### src/rtl/led_pkg.sv
// Shared character codes and types for the seven-segment message path.
package led_pkg;

    typedef logic [3:0] char_t;

    localparam char_t CHAR_DASH  = 4'd10;
    localparam char_t CHAR_F     = 4'd11;
    localparam char_t CHAR_BLANK = 4'd12;
    localparam int    MSG_LEN    = 16;

endpackage

### src/rtl/btn_sync_edge.sv
// Three-flop synchronizer for an asynchronous push-button with a rising-edge pulse.
module btn_sync_edge (
    input  logic clk,
    input  logic reset,
    input  logic din,
    output logic rise
);

    logic s1_reg;
    logic s2_reg;
    logic s3_reg;

    always_ff @(posedge clk or posedge reset) begin
        if (reset) begin
            s1_reg <= 1'b0;
            s2_reg <= 1'b0;
            s3_reg <= 1'b0;
        end else begin
            s1_reg <= din;
            s2_reg <= s1_reg;
            s3_reg <= s2_reg;
        end
    end

    // s1 may go metastable; only the settled s2/s3 pair feeds the edge detector.
    assign rise = s2_reg & ~s3_reg;

endmodule

### src/rtl/led_scroller.sv
// 16-entry character message with a 4-character scrolling window, run/pause
// button and a write port for loading message contents.
module led_scroller
    import led_pkg::*;
#(
    parameter int STEP_CYCLES = 50_000_000
) (
    input  logic       clk,
    input  logic       reset,
    input  logic       btn,
    input  logic       clr,
    input  logic       wr_en,
    input  logic [3:0] wr_addr,
    input  logic [3:0] wr_data,
    output logic [3:0] char3,
    output logic [3:0] char2,
    output logic [3:0] char1,
    output logic [3:0] char0,
    output logic       running,
    output logic       step
);

    localparam int TIMER_W = (STEP_CYCLES > 1) ? $clog2(STEP_CYCLES) : 1;
    localparam logic [TIMER_W-1:0] TIMER_LAST = TIMER_W'(STEP_CYCLES - 1);

    char_t              msg_reg [MSG_LEN];
    logic [3:0]         ptr_reg;
    logic [TIMER_W-1:0] timer_reg;
    logic               run_reg;
    logic               rise;
    logic               step_now;
    char_t              win [4];

    btn_sync_edge u_btn_sync_edge (
        .clk   (clk),
        .reset (reset),
        .din   (btn),
        .rise  (rise)
    );

    assign step_now = run_reg && (timer_reg == TIMER_LAST);

    // Flop-based buffer: every entry must return to blank on reset and clear.
    always_ff @(posedge clk or posedge reset) begin
        if (reset) begin
            for (int i = 0; i < MSG_LEN; i++) begin
                msg_reg[i] <= CHAR_BLANK;
            end
        end else if (clr) begin
            for (int i = 0; i < MSG_LEN; i++) begin
                msg_reg[i] <= CHAR_BLANK;
            end
        end else if (wr_en) begin
            msg_reg[wr_addr] <= wr_data;
        end
    end

    always_ff @(posedge clk or posedge reset) begin
        if (reset) begin
            ptr_reg   <= 4'd0;
            timer_reg <= '0;
            run_reg   <= 1'b1;
        end else begin
            run_reg <= run_reg ^ rise;
            if (clr) begin
                ptr_reg   <= 4'd0;
                timer_reg <= '0;
            end else begin
                if (step_now) begin
                    ptr_reg <= ptr_reg + 4'd1;
                end
                if (run_reg) begin
                    timer_reg <= (timer_reg == TIMER_LAST) ? '0 : timer_reg + 1'b1;
                end
            end
        end
    end

    // Window position gi shows msg[ptr + 3 - gi]; the 4-bit sum wraps the message.
    generate
        for (genvar gi = 0; gi < 4; gi++) begin : g_window
            assign win[gi] = msg_reg[4'(ptr_reg + 4'(3 - gi))];
        end
    endgenerate

    assign char3   = win[3];
    assign char2   = win[2];
    assign char1   = win[1];
    assign char0   = win[0];
    assign running = run_reg;
    assign step    = step_now;

endmodule

### config.mk
export PLATFORM = sky130hd
export DESIGN_NAME = led_scroller
export DESIGN_NICKNAME = d
export VERILOG_FILES = /design/src/rtl/led_pkg.sv /design/src/rtl/btn_sync_edge.sv /design/src/rtl/led_scroller.sv
export SDC_FILE = /design/constraint.sdc
export NUM_CORES = 1
export LEC_CHECK = 0
export ABC_AREA = 1
export CAP_MARGIN = 20
export CORE_ASPECT_RATIO = 1.75
export CORE_MARGIN = 3
export CORE_UTILIZATION = 35
export DETAILED_ROUTE_END_ITERATION = 16
export GPL_TIMING_DRIVEN = 0
export PLACE_DENSITY_LB_ADDON = 0.12
export SETUP_SLACK_MARGIN = 0.5
export SYNTH_ARGS = -nofsm -noshare
export SYNTH_HDL_FRONTEND = slang
export SYNTH_SLANG_ARGS = --single-unit
### constraint.sdc
create_clock -name clk -period 9.53 [get_ports clk]
set_clock_uncertainty 0.2 [all_clocks]
set_input_delay 1.906 -clock clk [delete_from_list [all_inputs] [get_ports clk]]
set_output_delay 1.906 -clock clk [all_outputs]
set_load 0.03 [all_outputs]
Word level (Yosys, flattened, before mapping)
Index checks and enable logic that the tools add are counted.
{"block": "totals", "ff_bits": 98, "elab_cells": 68, "input_bits": 13, "out_inout_bits": 18}
{"block": "op_classes", "n_lt_le_gt_ge": 6, "eq_ne": 1, "reduce_logical": 5, "add_sub_neg": 4, "bitwise": 8, "n_mux": 22}
{"cell": "64-bit 2-to-1 mux", "count": 2}
{"cell": "26-bit 2-to-1 mux", "count": 3}
{"cell": "4-bit binary-select mux with 4-bit select", "count": 4}
{"cell": "64-bit bitwise mux", "count": 1}
{"cell": "4-bit 2-to-1 mux", "count": 11}
{"cell": "26-bit by 1-bit adder with 26-bit output (second input constant)", "count": 1}
{"cell": "26-bit == test (second input constant)", "count": 1}
{"cell": "5-bit >= comparator (second input constant)", "count": 5}
{"cell": "4-bit NOT with 5-bit output", "count": 5}
{"cell": "4-bit demux with 4-bit select", "count": 1}
{"cell": "4-bit by 2-bit adder with 4-bit output (second input constant)", "count": 2}
{"cell": "2-bit nonzero test", "count": 3}
{"cell": "5-bit by 1-bit < comparator with 1-bit output (second input constant)", "count": 1}
{"cell": "4-bit by 1-bit adder with 4-bit output (second input constant)", "count": 1}
{"cell": "1-bit logical AND", "count": 2}
{"cell": "1-bit bitwise AND", "count": 1}
{"cell": "1-bit NOT", "count": 1}
{"cell": "1-bit XOR", "count": 1}

Longest topological paths before layout
Gate-level depths: netlist of the first run.
{"block": "logic_depth", "word_depth": 8, "mapped_depth": 12, "ltp_nobuf": 10}

Modules after synthesis
A second synthesis of the first run with hierarchy kept.
{"block": "hier_totals", "hier_cells": 1005, "hier_area_um2": 6635.1}
{"mod": "led_scroller", "n_inst": 1, "seq_area_each_um2": 2418.6, "cells_per_inst": 999, "area_per_inst_um2": 6546.3}
{"mod": "btn_sync_edge", "n_inst": 1, "seq_area_each_um2": 75.1, "cells_per_inst": 6, "area_per_inst_um2": 88.8}

Worst setup path before layout of the first run
OpenSTA, ideal clock, no wires.
{"block": "synth_timing", "kind": "flip-flop to output port", "start": "register ptr_reg[1]", "end": "output char2[3]", "path_buffers": 4, "path_slack_ns": 5.178, "arrival_ns": 2.246, "path_stages_with_launch": 12, "required_ns": 7.424, "cell_sequence": "dfrtp_1 > clkbuf_1 > inv_1 > clkbuf_1 > ha_1 > clkbuf_1 > inv_1 > clkbuf_1 > nand2_1 > nand3_1 > nand3_1 > and2_1"}
{"block": "synth_between", "elab_chain_cells": 5}
{"element": "from (decl)", "line": "led_scroller.sv:27", "source": "logic [3:0] ptr_reg;"}
{"element": "from (signal assigned)", "line": "led_scroller.sv:70", "source": "ptr_reg <= ptr_reg + 4'd1;"}
{"element": "4-bit by 1-bit adder with 4-bit output", "line": "led_scroller.sv:82", "source": "assign win[gi] = msg_reg[4'(ptr_reg + 4'(3 - gi))];"}
{"element": "4-bit NOT with 5-bit output (not written as such)", "line": "led_scroller.sv:82"}
{"element": "4-bit binary-select mux with 4-bit select", "line": "led_scroller.sv:82"}
{"element": "4-bit 2-to-1 mux (not written as such) (2 in series)", "line": "led_scroller.sv:82"}
{"element": "to (decl)", "line": "led_scroller.sv:16", "source": "output logic [3:0] char2,"}
Every way passes these cells. The select of a mux whose other input is x is not followed.

Worst setup path in the final report of the first run
{"block": "layout_timing", "start": "register ptr_reg[1]", "end": "output char2[2]"}
The elaborated chain is that of the path after synthesis.

==> results of run 1 <==
worst reg2reg max path: stages (launching register included):
cell,delay (ps)
dfrtp_1,370
clkbuf_1,320
inv_1,220
clkbuf_1,330
ha_1,370
clkbuf_1,260
clkbuf_1,460
nand4_1,170
nand2_1,110
area by class of cell:
cell class,instances,area (sq um),area share
plain buffers,44,190,0.0248
well taps,238,298,0.0388
inverters,72,273,0.0356
multi-input cells,810,3720,0.485
clock inverters,7,139,0.0181
flip-flops and latches,98,2490,0.325
repair buffers,31,328,0.0428
clock buffers,9,225,0.0294
through the flow:
stage	setup slack, ps	hold slack [ps]	total power [mW]	utilization	cell area (sq um)
2_1_floorplan	4920	131	0.563	-	6680
3_3_place_gp	3190	142	0.621	0.390	7270
3_5_place_dp	3910	143	0.625	0.391	7300
4_1_cts	3510	159	1.08	0.411	7670
5_1_grt	3280	164	1.11	0.411	7670
6_report	3530	154	1.06	0.411	7670
cell families after synthesis:
logic type,after synthesis,share of synthesized area
AO/OA/AOI/OAI,143,0.112
XOR/XNOR,13,0.0204
adder cells (fa/ha/maj),5,0.00937
buffers and inverters,116,0.0690
flip-flops,98,0.374
AND/OR/NAND/NOR,649,0.416
cell usage in the layout, fill, tap and decap left out, types with 3 or more instances in the layout:
master           count
nand2_1            348
nand3_1            123
nor2_1             114
o21ai_0             77
inv_1               65
dfrtp_1             65
or2_2               34
dfstp_2             33
clkdlybuf4s50_1     30
a21oi_1             28
clkbuf_1            24
o21ai_1             21
buf_2               14
o22ai_1              9
clkbuf_16            9
nand4_1              8
nor2_2               7
inv_2                6
xor2_1               6
nor3_1               5
buf_1                5
ha_1                 5
xnor2_1              4
bufinv_16            4
o211ai_1             3
power groups by stage:
stage | clock network (mW) | logic, mW | registers [mW]
after floorplan | 0 | 0.0944 | 0.468
after global placement | 0 | 0.152 | 0.469
after detailed placement | 0 | 0.155 | 0.469
after CTS | 0.459 | 0.156 | 0.462
after global routing | 0.475 | 0.170 | 0.465
final | 0.445 | 0.154 | 0.462
metal layers:
| metal | GRT usage | vias to the layer above | part of all wire |
|---|---|---|---|
| met5 | 0 | - | 0 |
| met4 | 0.140 | 0 | 0.062 |
| met3 | 0.0261 | 72 | 0.030 |
| met2 | 0.446 | 189 | 0.54 |
| met1 | 0.252 | 3163 | 0.37 |
| li1 | - | 3383 | - |
path summary, 6_finish.rpt:
path | start | to | slack, ps | cells past startpoint
hold / removal | u_btn_sync_edge.s1_reg$_DFF_PP0_ | u_btn_sync_edge.s2_reg$_DFF_PP0_ | 150 | 0
hold reg to reg | u_btn_sync_edge.s1_reg$_DFF_PP0_ | u_btn_sync_edge.s2_reg$_DFF_PP0_ | 150 | 0
min in group asynchronous | reset | timer_reg[4]$_DFFE_PP0P_ | 1820 | 2
setup / recovery | ptr_reg[1]$_DFFE_PP0P_ | char2[2] | 3530 | 13
max in group asynchronous | reset | msg_reg[39]$_DFFE_PP1P_ | 6570 | 3
setup reg to reg | ptr_reg[1]$_DFFE_PP0P_ | ptr_reg[1]$_DFFE_PP0P_ | 6660 | 8
==> impl_metrics.env, run 1 <==
export IMPL_status="complete, no violations"
export IMPL_syn_avg_cell_area_sq_um=6.52
export IMPL_clock_path_buffers=2
export IMPL_fillerInstances=1992
export IMPL_wl_mm=23.7
export IMPL_start_util=0.358
export IMPL_yosys_warnings=0
export IMPL_powerDensity_mw_per_mm2=138
export IMPL_seq_area_frac_synth=0.374
export IMPL_final_cells=1309
export IMPL_cp_max_fo=11
export IMPL_antenna_found_initial=0
export IMPL_clk_pin_slew_ps=70
export IMPL_h_tree_depth=3
export IMPL_period_minus_slack_ps=6000
export IMPL_ys_ff_latch=98
export IMPL_grt_first_pass_wirelength_mm=37.3
export IMPL_setup_viol=0
export IMPL_post_cts_resized=0
export IMPL_p_sw_frac=0.266
export IMPL_drive_above_1_share=0.113
export IMPL_grt_max_degree=51
export IMPL_tightest_slew_ps=667
export IMPL_fin_setup_tns_ps=0
export IMPL_maxCapViolCount=0
export IMPL_dr_pass1_iters=5
export IMPL_synth_edf_count=0
export IMPL_dieArea_sq_mm=0.0208
export IMPL_async_flop_share=1.00
export IMPL_pwr_share_clk=0.420
export IMPL_crit_family="buffers and inverters"
export IMPL_dieWidth_um=110
export IMPL_rows=66
export IMPL_cp_required_ps=7420
export IMPL_cpMaxStageDelayCell="clkdlybuf4s50_1"
export IMPL_drv_slew=0
export IMPL_cts_buffers_inserted=9
export IMPL_leakage_nw=3.48
export IMPL_p_sw_uw=282
export IMPL_grt_pass1_vias=6794
export IMPL_cp_cell_sequence="clkbuf_1 > inv_1 > clkbuf_1 > ha_1 > clkbuf_1 > inv_1 > buf_1 > nand2_1 > nand3_1 > nand2_1 > nand2_1 > nand2_1 > clkdlybuf4s50_1"
export IMPL_cts_sinks=98
export IMPL_cts_tree="done"
export IMPL_synthTopCellsByArea="dfrtp_1 (24%), nand2_1 (20%), dfstp_2 (13%), nand3_1 (9.2%), nor2_1 (6.4%)"
export IMPL_hold_viol_final=0
export IMPL_yosys_area_top_type="dfrtp_1"
export IMPL_netlist_top_cells_count="nand2_1 (348), nand3_1 (123), nor2_1 (114)"
export IMPL_period_share=0.630
export IMPL_grtUsageTotal=0.240
export IMPL_io_buffers=30
export IMPL_syn_to_final_growth_pct=14.9
export IMPL_rsz0062_at_grt="no"
export IMPL_maxSlewHeadroom=0.555
export IMPL_clk_latency_ps=350
export IMPL_seq_power_share=0.436
export IMPL_root_buffer="clkbuf_16"
export IMPL_nets=1084
export IMPL_path_class="flip-flop to output port"
export IMPL_syn_area_sq_mm=0.00668
export IMPL_gp_congestion=0.943
export IMPL_crit_buf_inv=7
export IMPL_endpoint_kind="output port"
export IMPL_synth_main_ff_cell="dfrtp_1"
export IMPL_netlist_area_leader_share=0.244
export IMPL_first_iter_violations=520
export IMPL_max_stage_delay_ps=580
export IMPL_routed_via_density=5.20
export IMPL_io_pins=31
export IMPL_place_inst=1293
export IMPL_largest_register_ffs=64
export IMPL_syn_num_nets=1042
export IMPL_wl_per_cell_um=18.1
export IMPL_synth_most_common_cell="nand2_1"
export IMPL_post_cts_buffers=0
export IMPL_synth_cell_types=37
export IMPL_crit_path_start_kind="flip-flop"
export IMPL_die_h_um=189
export IMPL_cts_hold_buf=0
export IMPL_synthCells=1024
export IMPL_grt_remaining_overflow=0
export IMPL_drt_antenna_violating_nets=0
export IMPL_via_count=6807
export IMPL_p_int_uw=779
export IMPL_worst_ep_arrival_time_ps=3900
export IMPL_combPwrFrac=0.145
export IMPL_insertedDiodeCount=0
export IMPL_place_hpwl_mm=19.0
export IMPL_drc_errors=0
export IMPL_max_freq_mhz=167
export IMPL_hold_class="flip-flop to flip-flop"
export IMPL_vdd_ir_drop_max_mv=0.0853
export IMPL_cp_common_cell="nand2_1"
export IMPL_coreArea_sq_mm=0.0187
No activity file was read; power rests on OpenSTA's default activity.
==> run 2: changes to the inputs <==
==> constraint.sdc (replaced) <==
create_clock -name clk -period 5.3 [get_ports clk]
set_clock_uncertainty 0.2 [all_clocks]
set_input_delay 1.06 -clock clk [delete_from_list [all_inputs] [get_ports clk]]
set_output_delay 1.06 -clock clk [all_outputs]
set_load 0.03 [all_outputs]
==> run 2 against run 1 <==
Effect of this change: cell count unchanged; die area unchanged; cell area increased by 0.16%; highest routed layer unchanged; critical path type unchanged; sequential cell count unchanged; critical endpoint is now char0[3].
==> impl_metrics.env, run 2 (synthesized netlist as in run 1, its figures left out) <==
export IMPL_rsz0062_at_grt="no"
export IMPL_ff2ff_setup_slack_ps=2850
export IMPL_io_buffers=30
export IMPL_regArea_sq_mm=0.00249
export IMPL_place_hpwl_mm=19.0
export IMPL_syn_to_final_growth_pct=15.1
export IMPL_cts_sinks=98
export IMPL_grt_remaining_overflow=0
export IMPL_layout_common_cells="nand2_1 (348), nand3_1 (123), nor2_1 (114)"
export IMPL_grt_max_degree=51
export IMPL_via_count=6769
export IMPL_grtUsageTotal=0.240
export IMPL_coreArea_sq_mm=0.0187
export IMPL_hold_viol_final=0
export IMPL_start_util=0.358
export IMPL_drc_errors=0
export IMPL_drt_antenna_violating_nets=0
export IMPL_clk_latency_ps=350
export IMPL_hold_class="flip-flop to flip-flop"
export IMPL_cp_max_fo=11
export IMPL_leakage_nw=3.50
export IMPL_rows=66
export IMPL_wl_per_cell_um=18.1
export IMPL_crit_path_start_kind="flip-flop"
export IMPL_largest_register_ffs=64
export IMPL_antenna_found_initial=0
export IMPL_maxSlewHeadroom=0.547
export IMPL_clk_pin_slew_ps=70
export IMPL_die_h_um=189
export IMPL_grt_pass1_vias=6784
export IMPL_dr_pass1_iters=5
export IMPL_layout_commonest_cell="nand2_1"
export IMPL_p_total_mw=1.91
export IMPL_fillerInstances=1993
export IMPL_path_class="flip-flop to output port"
export IMPL_clock_path_buffers=2
export IMPL_worst_ep_arrival_time_ps=3390
export IMPL_grt_first_pass_wirelength_mm=37.2
export IMPL_post_cts_buffers=0
export IMPL_tightest_slew_ps=678
export IMPL_setup_viol=0
export IMPL_multiInputGateArea_sq_mm=0.00372
export IMPL_dieArea_sq_mm=0.0208
export IMPL_cp_required_ps=4040
export IMPL_max_freq_mhz=215
export IMPL_first_iter_violations=500
export IMPL_period_share=0.877
export IMPL_cts_tree="done"
export IMPL_vdd_ir_drop_max_mv=0.154
export IMPL_nets=1084
export IMPL_gp_congestion=0.943
export IMPL_maxCapViolCount=0
export IMPL_root_buffer="clkbuf_16"
export IMPL_period_minus_slack_ps=4650
export IMPL_dp_slack_ps=526
export IMPL_cts_buffers_inserted=9
export IMPL_io_pins=31
export IMPL_fin_setup_tns_ps=0
export IMPL_hold_worst_slack_ps=154
export IMPL_fin_ws_ps=654
export IMPL_insertedDiodeCount=0
export IMPL_drv_slew=0
export IMPL_routed_via_density=5.17
export IMPL_status="complete, no violations"
export IMPL_h_tree_depth=3
export IMPL_dieWidth_um=110
export IMPL_endpoint_kind="output port"
export IMPL_wl_mm=23.7
export IMPL_drive_above_1_share=0.120
export IMPL_powerDensity_mw_per_mm2=248
-- run 2: metrics by stage --
step	instance area (sq um)	utilization	cells
floorplan	6680	-	1024
global placement	7270	0.390	1292
detailed placement	7300	0.391	1293
CTS	7670	0.411	1309
global route	7680	0.412	1309
finish	7680	0.412	1309
-- run 2: routing by layer --
layer / vias to the layer above / GRT usage / routed length [um]
met1: 3145 / 0.250 / 8740
met3: 69 / 0.0261 / 697
met5: - / 0 / 0
li1: 3386 / - / -
met2: 169 / 0.445 / 12900
met4: 0 / 0.141 / 1420
-- run 2: final timing paths --
| kind | startpoint | to | cells past startpoint |
|---|---|---|---|
| setup / recovery | ptr_reg[1]$_DFFE_PP0P_ | char0[3] | 10 |
| hold / removal | u_btn_sync_edge.s1_reg$_DFF_PP0_ | u_btn_sync_edge.s2_reg$_DFF_PP0_ | 0 |
| setup reg to reg | ptr_reg[0]$_DFFE_PP0P_ | ptr_reg[1]$_DFFE_PP0P_ | 8 |
| hold reg to reg | u_btn_sync_edge.s1_reg$_DFF_PP0_ | u_btn_sync_edge.s2_reg$_DFF_PP0_ | 0 |
| max in group asynchronous | reset | msg_reg[39]$_DFFE_PP1P_ | 3 |
| min in group asynchronous | reset | timer_reg[4]$_DFFE_PP0P_ | 2 |
-- run 2: power by group --
group | leakage [nW] | internal (mW) | switching [mW]
registers | 1.25 | 0.801 | 0.0281
clock network | 0.180 | 0.509 | 0.293
logic | 2.07 | 0.0883 | 0.187
-- run 2: worst max-delay path, stage by stage (launching register included) --
cell and delay [ps]:
dfrtp_1 400, clkbuf_2 190, inv_1 210, buf_2 300, ha_1 240, xor2_2 510, inv_2 240, nand3_1 140
nand3_1 70, and2_1 160, clkdlybuf4s50_1 580
-- run 2: layout make-up --
| class | count | share of cell area |
|---|---|---|
| plain buffers | 44 | 0.0264 |
| clock buffers | 9 | 0.0293 |
| clock inverters | 7 | 0.0181 |
| inverters | 72 | 0.0355 |
| multi-input cells | 810 | 0.485 |
| flip-flops and latches | 98 | 0.325 |
| well taps | 238 | 0.0388 |
| repair buffers | 31 | 0.0427 |
-- run 2: timing repair --
| action | CTS | global route |
|---|---|---|
| resized for setup | 5 | 8 |
| hold buffers | 0 | 0 |
| setup endpoints to repair | 12 | 12 |
==> run 3: changes to the inputs <==
--- a/config.mk
+++ b/config.mk
@@ -10,6 +10,7 @@
 export CORE_ASPECT_RATIO = 1.75
 export CORE_MARGIN = 3
 export CORE_UTILIZATION = 35
+export CTS_CLUSTER_SIZE = 20
 export DETAILED_ROUTE_END_ITERATION = 16
 export GPL_TIMING_DRIVEN = 0
 export PLACE_DENSITY_LB_ADDON = 0.12
==> results of run 3 <==
Same layout as run 2: the final DEF is identical, and so are final timing and power.
==> patch: new RTL, config.mk and constraints of run 3 <==
Set the parameter `STEP_CYCLES` to 200_000_000 (it was 50_000_000).
--- a/src/rtl/led_scroller.sv
+++ b/src/rtl/led_scroller.sv
@@ -3,7 +3,7 @@
 module led_scroller
     import led_pkg::*;
 #(
-    parameter int STEP_CYCLES = 50_000_000
+    parameter int STEP_CYCLES = 200_000_000
 ) (
     input  logic       clk,
     input  logic       reset,
Behaviour: no difference found for any inputs over 10 cycles, from zero or initial values and one cycle with reset high; that may be too few to reach the edited logic, so the function may still have changed.
==> patch against run 3 <==
  * Setup slack improved by 140 ps
  * Final area rose by 0.42%
  * Synthesized cell count did not move
  * Synthesized area rose by 1.7%
  * Sequential cell count rose by 2
  * Sequential power rose by 2.8%
  * Wire length rose by 1.4%
  * First-iteration DRC count fell by 18%
  * Total power fell by 6.6%
==> patch: results (changes against run 3) <==
CP arrival=3250 ps (-140 ps); first-pass GRT wire length=37.90 mm (+1.8%); Total GRT Usage=23.28% (-0.71 points); leak pwr=3.562 nW (+1.8%); worst vdd ir=135.7 µV (-12%); largest net degree at the start of global routing=64 (+25%); main area contributors after synthesis=dfrtp_1 25%, nand2_1 19%, dfstp_2 13%; status=completed; WL per Instance=18.40 µm (+1.5%); Clock Pin Slew Worst Setup and Hold Paths=about 80 ps; vias in the first global route=6599 (-2.7%); Synth Area in Compound Gates=10.84% (-0.33 points); Inserted Diodes=0 (unchanged); Post-CTS Setup Bufs=0 (unchanged); post-DP HPWL=19.39 mm (+2.2%); Final GP Congestion=0.9830 (+4.3%); clock latency at the later pin of the worst-skew pair=360 ps; I/O Buffers=29 (-3.3%); Root Driver=clkbuf_16; Post-synth top flop=dfrtp_1; detailed-router iteration count before antenna repair=5 (unchanged); DRT iter0 DRCs=412 (-18%); Synth cell types=36 (-2.7%); CTS Buf Count=9 (unchanged); initial antenna violation count=0 (unchanged); Syn Nets=1042 (unchanged); worst-margin pin slew=767.8 ps (+89.84 ps); Warnings, synthesis=0 (unchanged); CP max-delay cell=clkdlybuf4s50_1; Post-Synth Adder-Cell Area=0.9215% (-0.016 points); Clock Path Buffers=2 (unchanged); delay of the slowest critical-path stage=580 ps (about the same); asr flop ratio synth=100.0% (unchanged); Worst Hold Class=reg -> reg; sequential element share of the synthesized area=37.47% (+0.11 points); synth cell count leaders=344 x nand2_1, 113 x nand3_1, 113 x nor2_1; Largest register FFs=64 (unchanged); xor and xnor area share after synthesis=2.414% (+0.37 points); pre-CTS setup slack=760.8 ps (+234.4 ps); layout cell share with drive strength beyond 1=12.43% (+0.39 points); placed cell area=0.007407 mm² (+1.4%); Resize count post-CTS=2 (-3); Critical Path Fanout Max=11 (unchanged); multiplexer share of the synthesized area=0% (unchanged); Design Power=1.781 mW (-6.6%); Final Net Count=1083 (-0.092%); Via Count=6701 (-1.0%); H-tree Lvls=3 (unchanged)
-- patch: changes by cell type in the layout (fill, tap and decap cells not counted), moves of 5 or more --
cell            run 3  this run
o21ai_1            21        10
nand3_1           123       113
xor2_1              6        13
nor2_4              2         7
o21ai_0            77        84
nor2_2              7         2
nor3_1              5        10
-- patch: routing by layer --
metal	GRT usage, %	share of wire (%)	vias up
li1	-	-	3377
met1	24.91	37	3100
met2	42.05	52	162
met3	2.255	2.8	62
met4	17.24	8.2	0
met5	0	0	-
-- patch: cell families (layout without fill, tap and decap cells) --
| logic type | after synthesis | in the layout |
|---|---|---|
| and+or+nand+nor | 643 | 643 |
| buffers and inverters | 118 | 164 |
| adders and majority gates | 5 | 5 |
| AOI/OAI and AO/OA | 141 | 141 |
| DFF | 100 | 100 |
| xor gates and xnor gates | 17 | 17 |
-- patch: final cells by class --
type                       count  area (µm²)
buffer                        45       215.2
inverter                      73       277.8
timing repair buffer          30       317.8
clock buffer                  10       250.2
clock inverter                 6       48.80
tap                          238       297.8
fill                        2099       11120
sequential                   100        2544
multi-input combinational    806        3761
-- patch: worst paths after layout --
check                                       start                endpoint  slack [ps]  cells after the start
setup / recovery                       ptr_reg[1]                char2[1]         790                     13
hold / removal             u_btn_sync_edge.s1_reg  u_btn_sync_edge.s2_reg         150                      0
setup reg to reg                       ptr_reg[1]              ptr_reg[1]        3060                      8
hold reg to reg            u_btn_sync_edge.s1_reg  u_btn_sync_edge.s2_reg         150                      0
max in group asynchronous                   reset             msg_reg[27]        3250                      3
min in group asynchronous                   reset             msg_reg[40]         910                      2
-- patch: power breakdown --
group	internal, mW	switching (mW)	total, mW
clock	0.355	0.325	0.680
sequential	0.813	0.0392	0.852
combinational	0.0821	0.167	0.249
-- patch: through the flow --
stage / utilization, % / std cells
after floorplan: - / 1024
after global placement: 39.18 / 1291
after detailed placement: 39.34 / 1292
after CTS: 40.94 / 1308
after global routing: 40.96 / 1308
final: 40.96 / 1308
-- patch: worst max-delay path, delay by kind of cell, from the launching register on --
| family | cells | cell delay [ps] |
|---|---|---|
| flip-flops | 1 | 410 |
| buffers and inverters | 7 | 1750 |
| AND/OR/NAND/NOR | 5 | 420 |
| adder cells (fa/ha/maj) | 1 | 290 |
